`config.mk`:
```
export PLATFORM = sky130hd
export DESIGN_NAME = stoch_to_bin_flat
export DESIGN_NICKNAME = d
export VERILOG_FILES = /design/src/rtl/stoch_to_bin_if.sv /design/src/rtl/stoch_to_bin.sv /design/src/flat_wrapper.sv
export SDC_FILE = /design/constraint.sdc
export NUM_CORES = 1
export LEC_CHECK = 0
export BUFFER_PORTS_ARGS = -buffer_cell sky130_fd_sc_hd__buf_2
export CORE_UTILIZATION = 45
export CTS_CLUSTER_DIAMETER = 60
export DETAILED_ROUTE_END_ITERATION = 16
export MAX_ROUTING_LAYER = met4
export PLACE_DENSITY = 0.63
export REMOVE_ABC_BUFFERS = 1
export SLEW_MARGIN = 10
export SYNTH_ARGS = -nofsm -noshare
export SYNTH_HDL_FRONTEND = slang
export SYNTH_SLANG_ARGS = --single-unit
```
`constraint.sdc`:
```
create_clock -name i_clk_s2b -period 5.4 [get_ports i_clk_s2b]
set_input_delay 0.54 -clock i_clk_s2b [delete_from_list [all_inputs] [get_ports i_clk_s2b]]
set_output_delay 0.54 -clock i_clk_s2b [all_outputs]
set_load 0.01 [all_outputs]
```
`src/rtl/stoch_to_bin_if.sv`:
```
// Stream/result bundle between an SNG-side driver and stoch_to_bin.
// Result width follows the S2B_BIPOLAR_EN build option (WIDTH+1 when defined).
interface stoch_to_bin_if #(
    parameter int WIDTH = 4
);
`ifdef S2B_BIPOLAR_EN
    localparam int XW = WIDTH + 1;
`else
    localparam int XW = WIDTH;
`endif

    logic          i_start_s2b;
    logic          i_stop_s2b;
    logic          i_sn_bit;
    logic [XW-1:0] o_x_bn;
    logic          o_valid_s2b;
    logic          o_busy_s2b;

    modport master (
        output i_start_s2b, i_stop_s2b, i_sn_bit,
        input  o_x_bn, o_valid_s2b, o_busy_s2b
    );

    modport slave (
        input  i_start_s2b, i_stop_s2b, i_sn_bit,
        output o_x_bn, o_valid_s2b, o_busy_s2b
    );
endinterface

```
`src/rtl/stoch_to_bin.sv`:
```
// Stochastic-to-binary converter: counts ones over a STREAM_LEN-bit window and
// returns a saturated binary value. Define S2B_BIPOLAR_EN for two's-complement bipolar decoding.
module stoch_to_bin #(
    parameter int WIDTH      = 4,
    parameter int STREAM_LEN = 16
) (
    input  logic          i_clk_s2b,
    input  logic          i_rst_s2b,
    stoch_to_bin_if.slave s2b
);
`ifdef S2B_BIPOLAR_EN
    localparam int XW = WIDTH + 1;
`else
    localparam int XW = WIDTH;
`endif
    localparam int CW = $clog2(STREAM_LEN + 1);
    localparam int EW = CW + WIDTH + 2;

    typedef enum logic {
        IDLE,
        COUNT
    } state_t;

    state_t        state_q, state_d;
    logic [CW-1:0] bcnt_q, ones_q;
    logic [CW-1:0] ones_fin;
    logic [XW-1:0] x_q, x_fin;
    logic          valid_q;
    logic          last_bit, clear, advance, load;

`ifdef S2B_BIPOLAR_EN
    logic signed [EW-1:0] bip;
`else
    logic [EW-1:0] uext;
`endif

    // NOTE: every signal driven here gets a default first, so no path leaves it unassigned and no latch is inferred.
    always_comb begin
        state_d  = state_q;
        clear    = 1'b0;
        advance  = 1'b0;
        load     = 1'b0;
        ones_fin = ones_q + CW'(s2b.i_sn_bit);
        last_bit = (bcnt_q == CW'(STREAM_LEN - 1));

        case (state_q)
            IDLE: begin
                if (s2b.i_start_s2b) begin
                    state_d = COUNT;
                    clear   = 1'b1;
                end
            end
            COUNT: begin
                // Abort beats both completion and a same-edge restart.
                if (s2b.i_stop_s2b) begin
                    state_d = IDLE;
                end else if (last_bit) begin
                    load = 1'b1;
                    if (s2b.i_start_s2b) clear = 1'b1;
                    else                 state_d = IDLE;
                end else begin
                    advance = 1'b1;
                end
            end
            default: state_d = IDLE;
        endcase
    end

    // Result of the window including the bit sampled on the final edge.
    always_comb begin
`ifdef S2B_BIPOLAR_EN
        bip = $signed(EW'({ones_fin, 1'b0})) - $signed(EW'(STREAM_LEN));
        if (bip > $signed(EW'(2**WIDTH - 1)))
            x_fin = XW'(2**WIDTH - 1);
        else if (bip < -$signed(EW'(2**WIDTH)))
            x_fin = XW'(-(2**WIDTH));
        else
            x_fin = bip[XW-1:0];
`else
        uext = EW'(ones_fin);
        if (uext > EW'(2**WIDTH - 1))
            x_fin = XW'(2**WIDTH - 1);
        else
            x_fin = uext[XW-1:0];
`endif
    end

    // NOTE: state registers use non-blocking assignments so every flop samples pre-edge values.
    always_ff @(posedge i_clk_s2b) begin
        if (i_rst_s2b) begin
            state_q <= IDLE;
            bcnt_q  <= '0;
            ones_q  <= '0;
            x_q     <= '0;
            valid_q <= 1'b0;
        end else begin
            state_q <= state_d;
            valid_q <= load;
            if (load) x_q <= x_fin;
            if (clear) begin
                bcnt_q <= '0;
                ones_q <= '0;
            end else if (advance) begin
                bcnt_q <= bcnt_q + 1'b1;
                ones_q <= ones_fin;
            end
        end
    end

    assign s2b.o_x_bn      = x_q;
    assign s2b.o_valid_s2b = valid_q;
    assign s2b.o_busy_s2b  = (state_q == COUNT);
endmodule
```
`src/flat_wrapper.sv`:
```
// flat-port wrapper written by rule: the top's interface ports become plain ports
module stoch_to_bin_flat 
#(
    parameter int WIDTH      = 4,
    parameter int STREAM_LEN = 16
)
  (i_clk_s2b, i_rst_s2b, s2b_i_start_s2b, s2b_i_stop_s2b, s2b_i_sn_bit, s2b_o_x_bn, s2b_o_valid_s2b, s2b_o_busy_s2b);
  stoch_to_bin_if #(.WIDTH(WIDTH)) s2b_i ();
  input  logic i_clk_s2b;
  input  logic i_rst_s2b;
  input wire logic [$bits(s2b_i.i_start_s2b)-1:0] s2b_i_start_s2b;
  input wire logic [$bits(s2b_i.i_stop_s2b)-1:0] s2b_i_stop_s2b;
  input wire logic [$bits(s2b_i.i_sn_bit)-1:0] s2b_i_sn_bit;
  output wire logic [$bits(s2b_i.o_x_bn)-1:0] s2b_o_x_bn;
  output wire logic [$bits(s2b_i.o_valid_s2b)-1:0] s2b_o_valid_s2b;
  output wire logic [$bits(s2b_i.o_busy_s2b)-1:0] s2b_o_busy_s2b;
  assign s2b_i.i_start_s2b = s2b_i_start_s2b;
  assign s2b_i.i_stop_s2b = s2b_i_stop_s2b;
  assign s2b_i.i_sn_bit = s2b_i_sn_bit;
  assign s2b_o_x_bn = s2b_i.o_x_bn;
  assign s2b_o_valid_s2b = s2b_i.o_valid_s2b;
  assign s2b_o_busy_s2b = s2b_i.o_busy_s2b;
  stoch_to_bin #(.WIDTH(WIDTH), .STREAM_LEN(STREAM_LEN)) u_core (.i_clk_s2b(i_clk_s2b), .i_rst_s2b(i_rst_s2b), .s2b(s2b_i));
endmodule
```
### Yosys cells after proc, flatten, opt, wreduce, memory -nomap -nowiden

Index checks and enable logic that the tools add are counted.

* register bits: 16
* output and inout bits: 6
* input port bits: 5

* bitwise gates (word level): 1
* equality and inequality tests: 1
* add/subtract/negate cells: 2
* reductions and logical operators: 1
* magnitude comparators: 1
* mux-type cells: 14

Operators with widths (number)
* 1-bit two-way mux: 11
* 5-bit by 1-bit adder with 5-bit output: 1
* 5-bit by 1-bit adder with 5-bit output, second input constant: 1
* 5-bit by 4-bit == test with 1-bit output, second input constant: 1
* 5-bit by 4-bit greater-than comparator with 1-bit output, second input constant: 1
* 4-bit two-way mux: 1
* 1-bit one-hot mux with 2 select lines: 2
* 2-bit OR reduction: 1
* 1-bit NOT: 1

### Logic depth before layout (Yosys ltp)

* depth in word-level cells: 5
* gate-level depth with buffers: 7
* mapped depth without buffers: 6

### Least setup slack after synthesis

OpenSTA, ideal clock, no wires.

* path kind: register -> register
* from: register u_core.bcnt_q[0]
* to: register u_core.bcnt_q[3]
* arrival time: 1.874 ns
* required time: 5.314 ns
* buffers on the path: 0
* slack: 3.440 ns
* cell stages (with the launch flop): 7
* cell sequence: dfxtp_1 -> ha_1 -> and3_1 -> ha_1 -> or3b_4 -> or3_1 -> a211oi_1

* cells in the longest elaborated chain, start to end: 5
* elaborated cells between the ends (all ways): 9
* classes of those cells: add/sub: 1; eq/ne: 1; mux: 6; reduce/logical: 1

RTL lines
* start, declared: line stoch_to_bin.sv:25 `logic [CW-1:0] bcnt_q, ones_q;`
* start signal, assigned: line stoch_to_bin.sv:104 `bcnt_q <= bcnt_q + 1'b1;`
* 5-bit by 4-bit == test with 1-bit output: line stoch_to_bin.sv:44 `last_bit = (bcnt_q == CW'(STREAM_LEN - 1));`
* 1-bit two-way mux: line stoch_to_bin.sv:57 `end else if (last_bit) begin`
* 1-bit two-way mux: line stoch_to_bin.sv:55 `if (s2b.i_stop_s2b) begin`
* 1-bit one-hot mux with 2 select lines: line stoch_to_bin.sv:46 `case (state_q)`
* 2-bit OR reduction (no source line)

Parallel ways exist; a longest one is shown, timed or not.
A chain may end at the register's enable or synchronous reset.

### Worst setup path after layout

Ends and elaborated chain as after synthesis.

==> results_dict.tcl <==
set metrics [dict create \
    yosys_register_bits 16 \
    grt_pass1_vias 517 \
    finalSetupTns_ns 0 \
    synthesis.area_um2 758 \
    post_synth_num_cell_types 27 \
    crit_buf_inv 0 \
    power.density_nw_per_um2 255 \
    cts_max_path_buffers 2 \
    power.switching_mw 0.0487 \
    cts_sinks 16 \
    switching_portion_of_total_power_pct 22.6 \
    worst_clock_skew_ns 0.00192 \
    antenna_cells_inserted 0 \
    clk_root_buffer_cell "clkbuf_4" \
    wire_per_inst_um 12.4 \
    capture_instance_of_the_worst_register_to_register_path "u_core.bcnt_q[3]" \
    endpoint "u_core.bcnt_q[3]" \
    regToRegStartpoint "u_core.bcnt_q[0]" \
    grt_first_pass_wirelength_um 2240 \
    combinational_power_share_pct 6.4 \
    clkLatencyLatePin_ns 0.28 \
    numPortBuffers 10 \
    outcome "completed" \
    final-instance-count-excl-fill 104 \
    growth_of_design_area_from_synthesis_to_finish_pct 11.1 \
    worst_ep_arrival_time_ns 2.29 \
    post-layout-total-power_mw 0.215 \
    dp.cells 100 \
    startpoint "u_core.bcnt_q[0]" \
    synth.top_cell.area_share_pct 42.2 \
    path_cells "ha_1, and3_1, ha_1, or3b_4, or3_1, a211oi_1" \
    core_area_um2 1540 \
    transition_time_at_the_pin_with_the_least_slew_margin_ns 0.768 \
    report.final.hold_viol_count 0 \
    avgSynthCellArea_um2 9.60 \
    total_via_count_after_detailed_routing 575 \
    worst_path_most_repeated_cell "ha_1" \
    floorplan.initialDensity_pct 49.2 \
    max_stage_delay_ns 0.44 \
    endpoint_kind "register" \
    syn-instance-count 79 \
    crit_path_start_kind "register" \
    clkSlewWorstSetupHoldPaths_ns 0.10 \
    cpLargestDelayFamily "simple AND/OR/NAND/NOR gates" \
    max_freq_mhz 480 \
    drtIter0Drc 16 \
    grt_start_max_net_pins 17 \
    critical_path.max_fanout 8 \
    dieWidth_um 43.1 \
    r2r.worst_path.cells 6 \
    critical_path_class "register to register" \
    yosysSeqAreaShare_pct 42.2 \
    fp-row-count 14 \
    critical-path-slowest-cell "or3b_4" \
    intPower_mw 0.166 \
    finalSetupViolCount 0 \
    ys_top_cells_by_area "dfxtp_1 (42%), ha_1 (6.6%), mux2i_1 (5.3%)" \
    io_pins 11 \
    ys_warn_count 0 \
    drc 0 \
    power.share.clock_pct 37.1 \
    gp_congestion 0.723 \
    worst_min_delay_path_class "register to register" \
    ir_worst_vdd_v 0.000138 \
    rsz0062_at_grt "no" \
    slew_violations 0 \
    grt_antenna_before_repair 0 \
    reg2reg_slack_ns 3.32 \
    hpwlAfterDp_um 895 \
    final_min_period_over_clock_period_pct 38.6 \
    hold_path_startpoint "u_core.s2b.o_x_bn[3]" \
    ctsResizeCount 0 \
    cts_htree_levels 1 \
    power_leakage_nw 0.311 \
    p_seq_share_pct 56.4 \
    net_total_in_the_final_layout 98 \
    worst-endpoint-required_ns 5.61 \
    postCtsSetupRepairBufs 0 \
    die-height_um 43.1 \
    maxSlewHeadroom_pct 48.7 \
    cts_hold_repair.buffers 0 \
    synth_largest_area_cell "dfxtp_1" \
    drt_pre_antenna_iters 4 \
    drtAntennaViolNets 0 \
    tritoncts "built" \
    count_of_filler_cells_inserted_in_the_layout 157 \
    logic_depth_of_the_worst_setup_path_including_buffers 6 \
    drive_gt1_share_pct 19.3 \
    cts-buffers-inserted 3 \
    route.final.wire_length_um 1290 \
    finalWorstPathRequiredPeriod_ns 2.08 \
    final_core_utilization_pct 54.6 \
    via_per_inst 5.53 \
    dieArea_um2 1850 \
    grt_use_total_pct 16.8 \
    grt.overflow.total 0 \
    max_cap_violations 0 \
]
worst min-delay path by stage:
stage / end / cells after the start
after floorplan: u_core.bcnt_q[3] / 2
after global placement: u_core.bcnt_q[3] / 2
after detailed placement: u_core.s2b.o_x_bn[2] / 2
after CTS: u_core.s2b.o_x_bn[2] / 2
after global routing: u_core.s2b.o_busy_s2b / 2
final: u_core.s2b.o_x_bn[3] / 2
final cells by class:
type                    instances  area (um2)  share of cell area, %
inverters                       2        7.51                  0.892
flip-flops and latches         16         320                   38.0
multi-input cells              56         408                   48.4
clock buffers                   4        36.3                   4.31
repair buffers                 10        50.0                   5.94
well taps                      16        20.0                   2.38
stage by stage:
stage	area (um2)	hold slack (ns)	worst slack [ns]
after floorplan	736	0.457	3.44
after global placement	806	0.485	3.39
after detailed placement	806	0.490	3.33
after CTS	842	0.504	3.32
after global routing	842	0.533	3.21
final	842	0.497	3.32
power by group through the flow:
stage                     combinational, mW  sequential (mW)  clock [mW]
final                                0.0138            0.121      0.0798
after global routing                 0.0156            0.122      0.0867
after CTS                            0.0140            0.121      0.0826
after detailed placement             0.0138            0.124           0
after global placement               0.0138            0.124           0
after floorplan                     0.00750            0.124           0
layout by cell type (no fill, tap or decap):
cell,synthesis,final
a311oi_1,2,2
mux2i_1,4,4
nor3b_2,1,1
and3b_1,1,1
buf_2,0,10
dfxtp_1,16,16
nor4bb_1,1,1
clkbuf_4,0,3
nand3b_1,1,1
a21boi_1,1,1
ha_1,4,4
nand3_1,4,4
nand2b_1,1,1
nor3_1,6,6
or3_1,2,2
and4bb_2,1,1
a21oi_1,2,2
xnor2_1,4,4
a2111oi_0,1,1
o21ai_0,2,2
nor4_1,1,1
or3b_4,1,1
clkbuf_8,0,1
a211oi_1,5,5
nor2_1,8,8
inv_1,2,2
xor2_1,2,2
and3_1,1,1
cell usage after synthesis:
library cell,instances
nor4_1,1
nor3_1,6
o21ai_0,2
and3_1,1
nand2b_1,1
xor2_1,2
dfxtp_1,16
ha_1,4
or3_1,2
inv_1,2
nand3_1,4
nor3b_2,1
xnor2_1,4
or3b_4,1
buf_4,1
and3b_1,1
a21boi_1,1
a311oi_1,2
a211oi_1,5
and4bb_2,1
nand3b_1,1
nor2_1,8
a21oi_1,2
a2111oi_0,1
clkbuf_1,4
nor4bb_1,1
mux2i_1,4
worst register-to-register path, stage by stage (launching register included):
cell and delay (ns):
dfxtp_1 0.34, ha_1 0.21, and3_1 0.18, ha_1 0.27
or3b_4 0.44, or3_1 0.35, a211oi_1 0.22
routing by layer:
metal	vias up	wire length, um	track usage, %
li1	308	-	-
met1	253	676	22.2
met2	12	550	23.6
met3	2	52	3.83
met4	0	9	9.09
met5	-	0	-
registers in the layout (all words and copies together), names as in the netlist:
signal                  flops
u_core.s2b.o_busy_s2b       1
u_core.s2b.o_valid_s2b      1
u_core.ones_q               5
u_core.s2b.o_x_bn           4
u_core.bcnt_q               5
logic make-up (layout without fill, tap and decap cells):
family | after synthesis | in the layout | share of synthesized area, %
xor gates and xnor gates | 6 | 6 | 6.93
buffers and inverters | 7 | 16 | 3.96
AOI/OAI and AO/OA | 13 | 13 | 12.0
and+or+nand+nor | 29 | 29 | 22.9
muxes | 4 | 4 | 5.28
adders and majority gates | 4 | 4 | 6.60
DFF | 16 | 16 | 42.2
Note: power is estimated with default switching activity, not from simulation.
